===== src/rtl/multiword_addsub_sequencer.sv =====
// Iterative WIDTH-bit add/subtract built on one shared 16-bit carry-lookahead adder.
// Define ADDSUB_FLAGS_EN to add the registered oZero/oOverflow result flags.

module carry_lookahead_adder_16b (
  input  logic [15:0] a,
  input  logic [15:0] b,
  input  logic        cin,
  output logic [15:0] sum,
  output logic        cout
);
  logic [15:0] g;
  logic [15:0] p;
  logic [3:0]  gg;
  logic [3:0]  gp;
  logic [4:0]  gc;
  logic [15:0] c;

  assign g = a & b;
  assign p = a ^ b;

  always_comb begin
    gg = '0;
    gp = '0;
    for (int k = 0; k < 4; k++) begin
      gg[k] = g[4*k+3]
            | (p[4*k+3] & g[4*k+2])
            | (p[4*k+3] & p[4*k+2] & g[4*k+1])
            | (p[4*k+3] & p[4*k+2] & p[4*k+1] & g[4*k]);
      gp[k] = &p[4*k +: 4];
    end
  end

  // Second lookahead level: group carries straight from cin, no ripple between groups.
  always_comb begin
    gc    = '0;
    gc[0] = cin;
    gc[1] = gg[0] | (gp[0] & cin);
    gc[2] = gg[1] | (gp[1] & gg[0]) | (gp[1] & gp[0] & cin);
    gc[3] = gg[2] | (gp[2] & gg[1]) | (gp[2] & gp[1] & gg[0])
          | (gp[2] & gp[1] & gp[0] & cin);
    gc[4] = gg[3] | (gp[3] & gg[2]) | (gp[3] & gp[2] & gg[1])
          | (gp[3] & gp[2] & gp[1] & gg[0])
          | (gp[3] & gp[2] & gp[1] & gp[0] & cin);
  end

  always_comb begin
    c = '0;
    for (int k = 0; k < 4; k++) begin
      c[4*k]   = gc[k];
      c[4*k+1] = g[4*k] | (p[4*k] & gc[k]);
      c[4*k+2] = g[4*k+1] | (p[4*k+1] & g[4*k]) | (p[4*k+1] & p[4*k] & gc[k]);
      c[4*k+3] = g[4*k+2] | (p[4*k+2] & g[4*k+1]) | (p[4*k+2] & p[4*k+1] & g[4*k])
               | (p[4*k+2] & p[4*k+1] & p[4*k] & gc[k]);
    end
  end

  assign sum  = p ^ c;
  assign cout = gc[4];
endmodule

// state | meaning
// IDLE  | ready for a request; operands captured on iValid
// RUN   | one limb per cycle through the shared adder, LS limb first
// DONE  | result and carry held with oValid until iReady
module multiword_addsub_sequencer #(
  parameter  int WORDS = 4,
  localparam int WIDTH = 16 * WORDS
) (
  input  logic             iClk,
  input  logic             iRstN,
  input  logic             iValid,
  output logic             oReady,
  input  logic             iSub,
  input  logic [WIDTH-1:0] iA,
  input  logic [WIDTH-1:0] iB,
  output logic             oValid,
  input  logic             iReady,
  output logic [WIDTH-1:0] oResult,
  output logic             oCarry
`ifdef ADDSUB_FLAGS_EN
  ,
  output logic             oZero,
  output logic             oOverflow
`endif
);
  localparam int CW = $clog2(WORDS);

  typedef enum logic [1:0] {IDLE, RUN, DONE} state_t;

  state_t                  state;
  state_t                  state_nxt;
  logic [CW-1:0]           cnt;
  logic [WORDS-1:0][15:0]  a_reg;
  logic [WORDS-1:0][15:0]  b_reg;
  logic [WORDS-1:0][15:0]  res_reg;
  logic                    carry_reg;
  logic                    carry_out_reg;
  logic                    valid_reg;
  logic [15:0]             limb_sum;
  logic                    limb_cout;
  logic                    last;

  assign last = (cnt == CW'(WORDS - 1));

  carry_lookahead_adder_16b u_cla (
    .a    (a_reg[cnt]),
    .b    (b_reg[cnt]),
    .cin  (carry_reg),
    .sum  (limb_sum),
    .cout (limb_cout)
  );

  always_ff @(posedge iClk or negedge iRstN) begin
    if (!iRstN) state <= IDLE;
    else        state <= state_nxt;
  end

  always_comb begin
    state_nxt = state;
    case (state)
      IDLE:    if (iValid) state_nxt = RUN;
      RUN:     if (last)   state_nxt = DONE;
      DONE:    if (iReady) state_nxt = IDLE;
      default: state_nxt = IDLE;
    endcase
  end

  // Subtraction stores ~B and seeds the carry with 1, giving A + ~B + 1.
  always_ff @(posedge iClk or negedge iRstN) begin
    if (!iRstN) begin
      cnt           <= '0;
      a_reg         <= '0;
      b_reg         <= '0;
      res_reg       <= '0;
      carry_reg     <= 1'b0;
      carry_out_reg <= 1'b0;
      valid_reg     <= 1'b0;
    end else begin
      case (state)
        IDLE: begin
          if (iValid) begin
            a_reg     <= iA;
            b_reg     <= iSub ? ~iB : iB;
            carry_reg <= iSub;
            cnt       <= '0;
          end
        end
        RUN: begin
          res_reg[cnt] <= limb_sum;
          carry_reg    <= limb_cout;
          cnt          <= cnt + CW'(1);
          if (last) begin
            carry_out_reg <= limb_cout;
            valid_reg     <= 1'b1;
          end
        end
        DONE: begin
          if (iReady) valid_reg <= 1'b0;
        end
        default: valid_reg <= 1'b0;
      endcase
    end
  end

`ifdef ADDSUB_FLAGS_EN
  logic [WORDS-1:0][15:0] res_full;
  logic                   zero_reg;
  logic                   ovf_reg;

  // Full result as it will be after the current limb lands; only used on the last limb.
  always_comb begin
    res_full      = res_reg;
    res_full[cnt] = limb_sum;
  end

  always_ff @(posedge iClk or negedge iRstN) begin
    if (!iRstN) begin
      zero_reg <= 1'b0;
      ovf_reg  <= 1'b0;
    end else if (state == RUN && last) begin
      zero_reg <= (res_full == '0);
      ovf_reg  <= (a_reg[WORDS-1][15] == b_reg[WORDS-1][15]) &
                  (limb_sum[15] != a_reg[WORDS-1][15]);
    end
  end

  assign oZero     = zero_reg;
  assign oOverflow = ovf_reg;
`endif

  assign oReady  = (state == IDLE);
  assign oValid  = valid_reg;
  assign oResult = res_reg;
  assign oCarry  = carry_out_reg;
endmodule


===== config.mk =====
export PLATFORM = sky130hd
export DESIGN_NAME = multiword_addsub_sequencer
export DESIGN_NICKNAME = d
export VERILOG_FILES = /design/src/rtl/multiword_addsub_sequencer.sv
export SDC_FILE = /design/constraint.sdc
export NUM_CORES = 1
export LEC_CHECK = 0
export ABC_CLOCK_PERIOD_IN_PS = 9400
export CAP_MARGIN = 20
export CORE_MARGIN = 2
export CORE_UTILIZATION = 55
export DETAILED_ROUTE_END_ITERATION = 7
export HOLD_SLACK_MARGIN = 0.05
export PLACE_DENSITY = 0.92
export SLEW_MARGIN = 5
export SYNTH_ARGS = -nofsm -noshare
export SYNTH_HDL_FRONTEND = slang
export SYNTH_SLANG_ARGS = --single-unit
export TNS_END_PERCENT = 5

===== constraint.sdc =====
create_clock -name iClk -period 9.4 [get_ports iClk]
set_clock_uncertainty 0.1 [all_clocks]
set_input_delay 2.35 -clock iClk [delete_from_list [all_inputs] [get_ports iClk]]
set_output_delay 2.35 -clock iClk [all_outputs]
set_load 0.02 [all_outputs]

==> metrics <==
run status finished, final reports clean; max-cap viol count 0; CTS root buf clkbuf_16; min cycle time layout 4.48 ns; Hold Crit Class flop to flop; Req. time, crit path 9.57 ns; dominant cell type by area after synthesis dfrtp_1; Layout area overhead 28.9%; synth top area cells dfrtp_1 54%, nand2_1 13%, mux4_2 7.8%; CTS buffer count 17; core area about 17000 um2; CTS tree done; cell count after synthesis 904; Post-CTS Setup Bufs 0; drt total wl ~23 mm; Max transition margin 0.335; Starting Density 0.562; synthesized area 9290 um2; r2r endpoint oResult[45]; fin nets between 1000 and 1500; post-synth top area share 0.536; worst path buffer plus inverter count 2; Synth warnings 0; CTS sink count 199; Worst Reg-to-Reg Cells 11; Pre-Repair DR Iteration Count 5; GRT Util Overall 0.265; Starting DRT DRC Count 416; I/O pin count 200; Main synth FF type dfrtp_1; commonest cells after routing, fill and taps aside 322 x nand2_1, 198 x dfrtp_1, 197 x clkdlybuf4s50_1; Seq/Total Area, Yosys 0.536; CP top delay family compound AO/OA/AOI/OAI gates; die area 17900 um2; ANT nets after route 0; Final setup violation count 0; initial antenna violation count 0; Cell Chain, Critical Path buf_4 -> mux4_2 -> ha_1 -> a211oi_2 -> o21ai_2 -> a21oi_1 -> o21a_1 -> inv_1 -> fa_1 -> xnor2_1 -> o21ai_0; VDD IR-drop max 0.254 mV; r2r setup slk just under 5 ns; fmax 0.223 GHz; Hold Fails Final Rpt 0; average cell area after synthesis 10.3 um2; Crit. Startpoint cnt[0]; via count of the first global-routing pass about 7200; syn nets 1061; crit start category flop; Placed Cells incl. Taps 1270; crit path kind flop to flop; DP HPWL approximately 16 mm; RSZ-0062 raised after global routing no; Power Dens Cells approximately 400 nW/um2; via count 7071; data arrival time of the worst path 4.65 ns; setup TNS 0 ns; Critical R2R Launch cnt[0]; Final Wtd Congestion roughly 0.8; cts hold-fix bufs 0; CP max stage cell dfrtp_2; Overflow after GRT 0; die height 134 um; crit path capture oResult[45]; Yosys reg bits 199; clock latency on the worst-skew pair 0.44 ns; H-tree levels 4; # port buffers 199; commonest non-fill, non-tap cell in the layout nand2_1; first-pass GRT wire length 36.7 mm; CTS clock-pin slew for the worst setup and hold paths 0.07 ns; detail-routed net length per standard cell 17.4 um; Diodes inserted 0; vias per std cell 5.42; Worst Setup End Kind flop; CTS max path bufs 2; Tcrit/Tclk final 0.477; Least-Margin Pin Slew 0.996 ns; CP Depth 11; EDFF count, synth 0; num rows 47; fin cells between 1000 and 1500; Leak between 0.005 and 0.006 uW; Die X ~130 um; FFs w/ async S/R, synth 1.00; crit-path max FO 20; post-cts resize count 0; layout cell share with drive strength beyond 1 0.0895; pin count of the biggest net entering global routing 114; post-synth cell types 38; Final Max Tran Viols 0; Slowest Stage Delay on Critical Path approximately 0.77 ns; drc violations 0
==> worst min path at each step <==
stage | from | endpoint | slack, ns | cells past startpoint
after floorplan | a_reg[32] | a_reg[32] | 0.34 | 2
after global placement | a_reg[22] | a_reg[22] | 0.35 | 2
after detailed placement | a_reg[50] | a_reg[50] | 0.36 | 2
after CTS | a_reg[50] | a_reg[50] | 0.38 | 2
after global routing | a_reg[50] | a_reg[50] | 0.39 | 2
final | a_reg[29] | a_reg[29] | 0.38 | 2
==> metrics by stage <==
stage	util	total power (uW)	area (um2)	hold WS [ns]	setup slack, ns
2_1_floorplan	-	3240	9290	0.340	5.89
3_3_place_gp	0.687	4030	11300	0.353	4.72
3_5_place_dp	0.687	4190	11300	0.359	4.61
4_1_cts	0.721	4910	11900	0.376	4.86
5_1_grt	0.724	5250	12000	0.388	4.48
6_report	0.724	4920	12000	0.376	4.92
==> area by class of cell <==
| cell class | count | area [um2] |
|---|---|---|
| multi-input cells | 639 | 4030 |
| well taps | 220 | 275 |
| fillers | 1130 | 4560 |
| clock buffers | 18 | 429 |
| clock inverters | 14 | 145 |
| flip-flops and latches | 199 | 4980 |
| repair buffers | 205 | 2070 |
| inverters | 9 | 33.8 |
==> cell usage after synthesis (3+ instances only) <==
| cell | n |
|---|---|
| xor2_1 | 3 |
| dfrtp_1 | 199 |
| buf_1 | 3 |
| xnor2_1 | 70 |
| o21a_1 | 3 |
| ha_1 | 20 |
| mux2_2 | 11 |
| clkbuf_1 | 27 |
| mux4_2 | 32 |
| o21ai_0 | 98 |
| fa_1 | 4 |
| buf_2 | 27 |
| nor2_1 | 9 |
| a21oi_1 | 9 |
| inv_1 | 9 |
| nand2_1 | 323 |
| o21ai_1 | 28 |
==> routing by layer <==
| metal | global-route usage | vias up | wire [um] |
|---|---|---|---|
| li1 | - | 3330 | - |
| met1 | 0.343 | 3451 | 9440 |
| met2 | 0.452 | 243 | 11500 |
| met3 | 0.0480 | 47 | 1130 |
| met4 | 0.0981 | 0 | 662 |
| met5 | 0 | - | 0 |
==> power breakdown <==
| part | internal (uW) | switching, uW | total [uW] |
|---|---|---|---|
| Clock | 373 | 338 | 711 |
| Combinational | 1100 | 1570 | 2680 |
| Sequential | 1270 | 254 | 1530 |
==> logic make-up after synthesis <==
family / count (synthesis) / synth area share
and+or+nand+nor: 344 / 0.142
adders and majority gates: 24 / 0.0356
DFF: 199 / 0.536
muxes: 44 / 0.0922
buffers and inverters: 66 / 0.0303
xor gates and xnor gates: 75 / 0.0724
AOI/OAI and AO/OA: 152 / 0.0915
==> tightest hold or removal path, cell delays in order, from the launching register on <==
cell	delay, ns
dfrtp_1	0.34
nand2_1	0.05
nand2_1	0.05
Power figures use the tool's default switching activity.
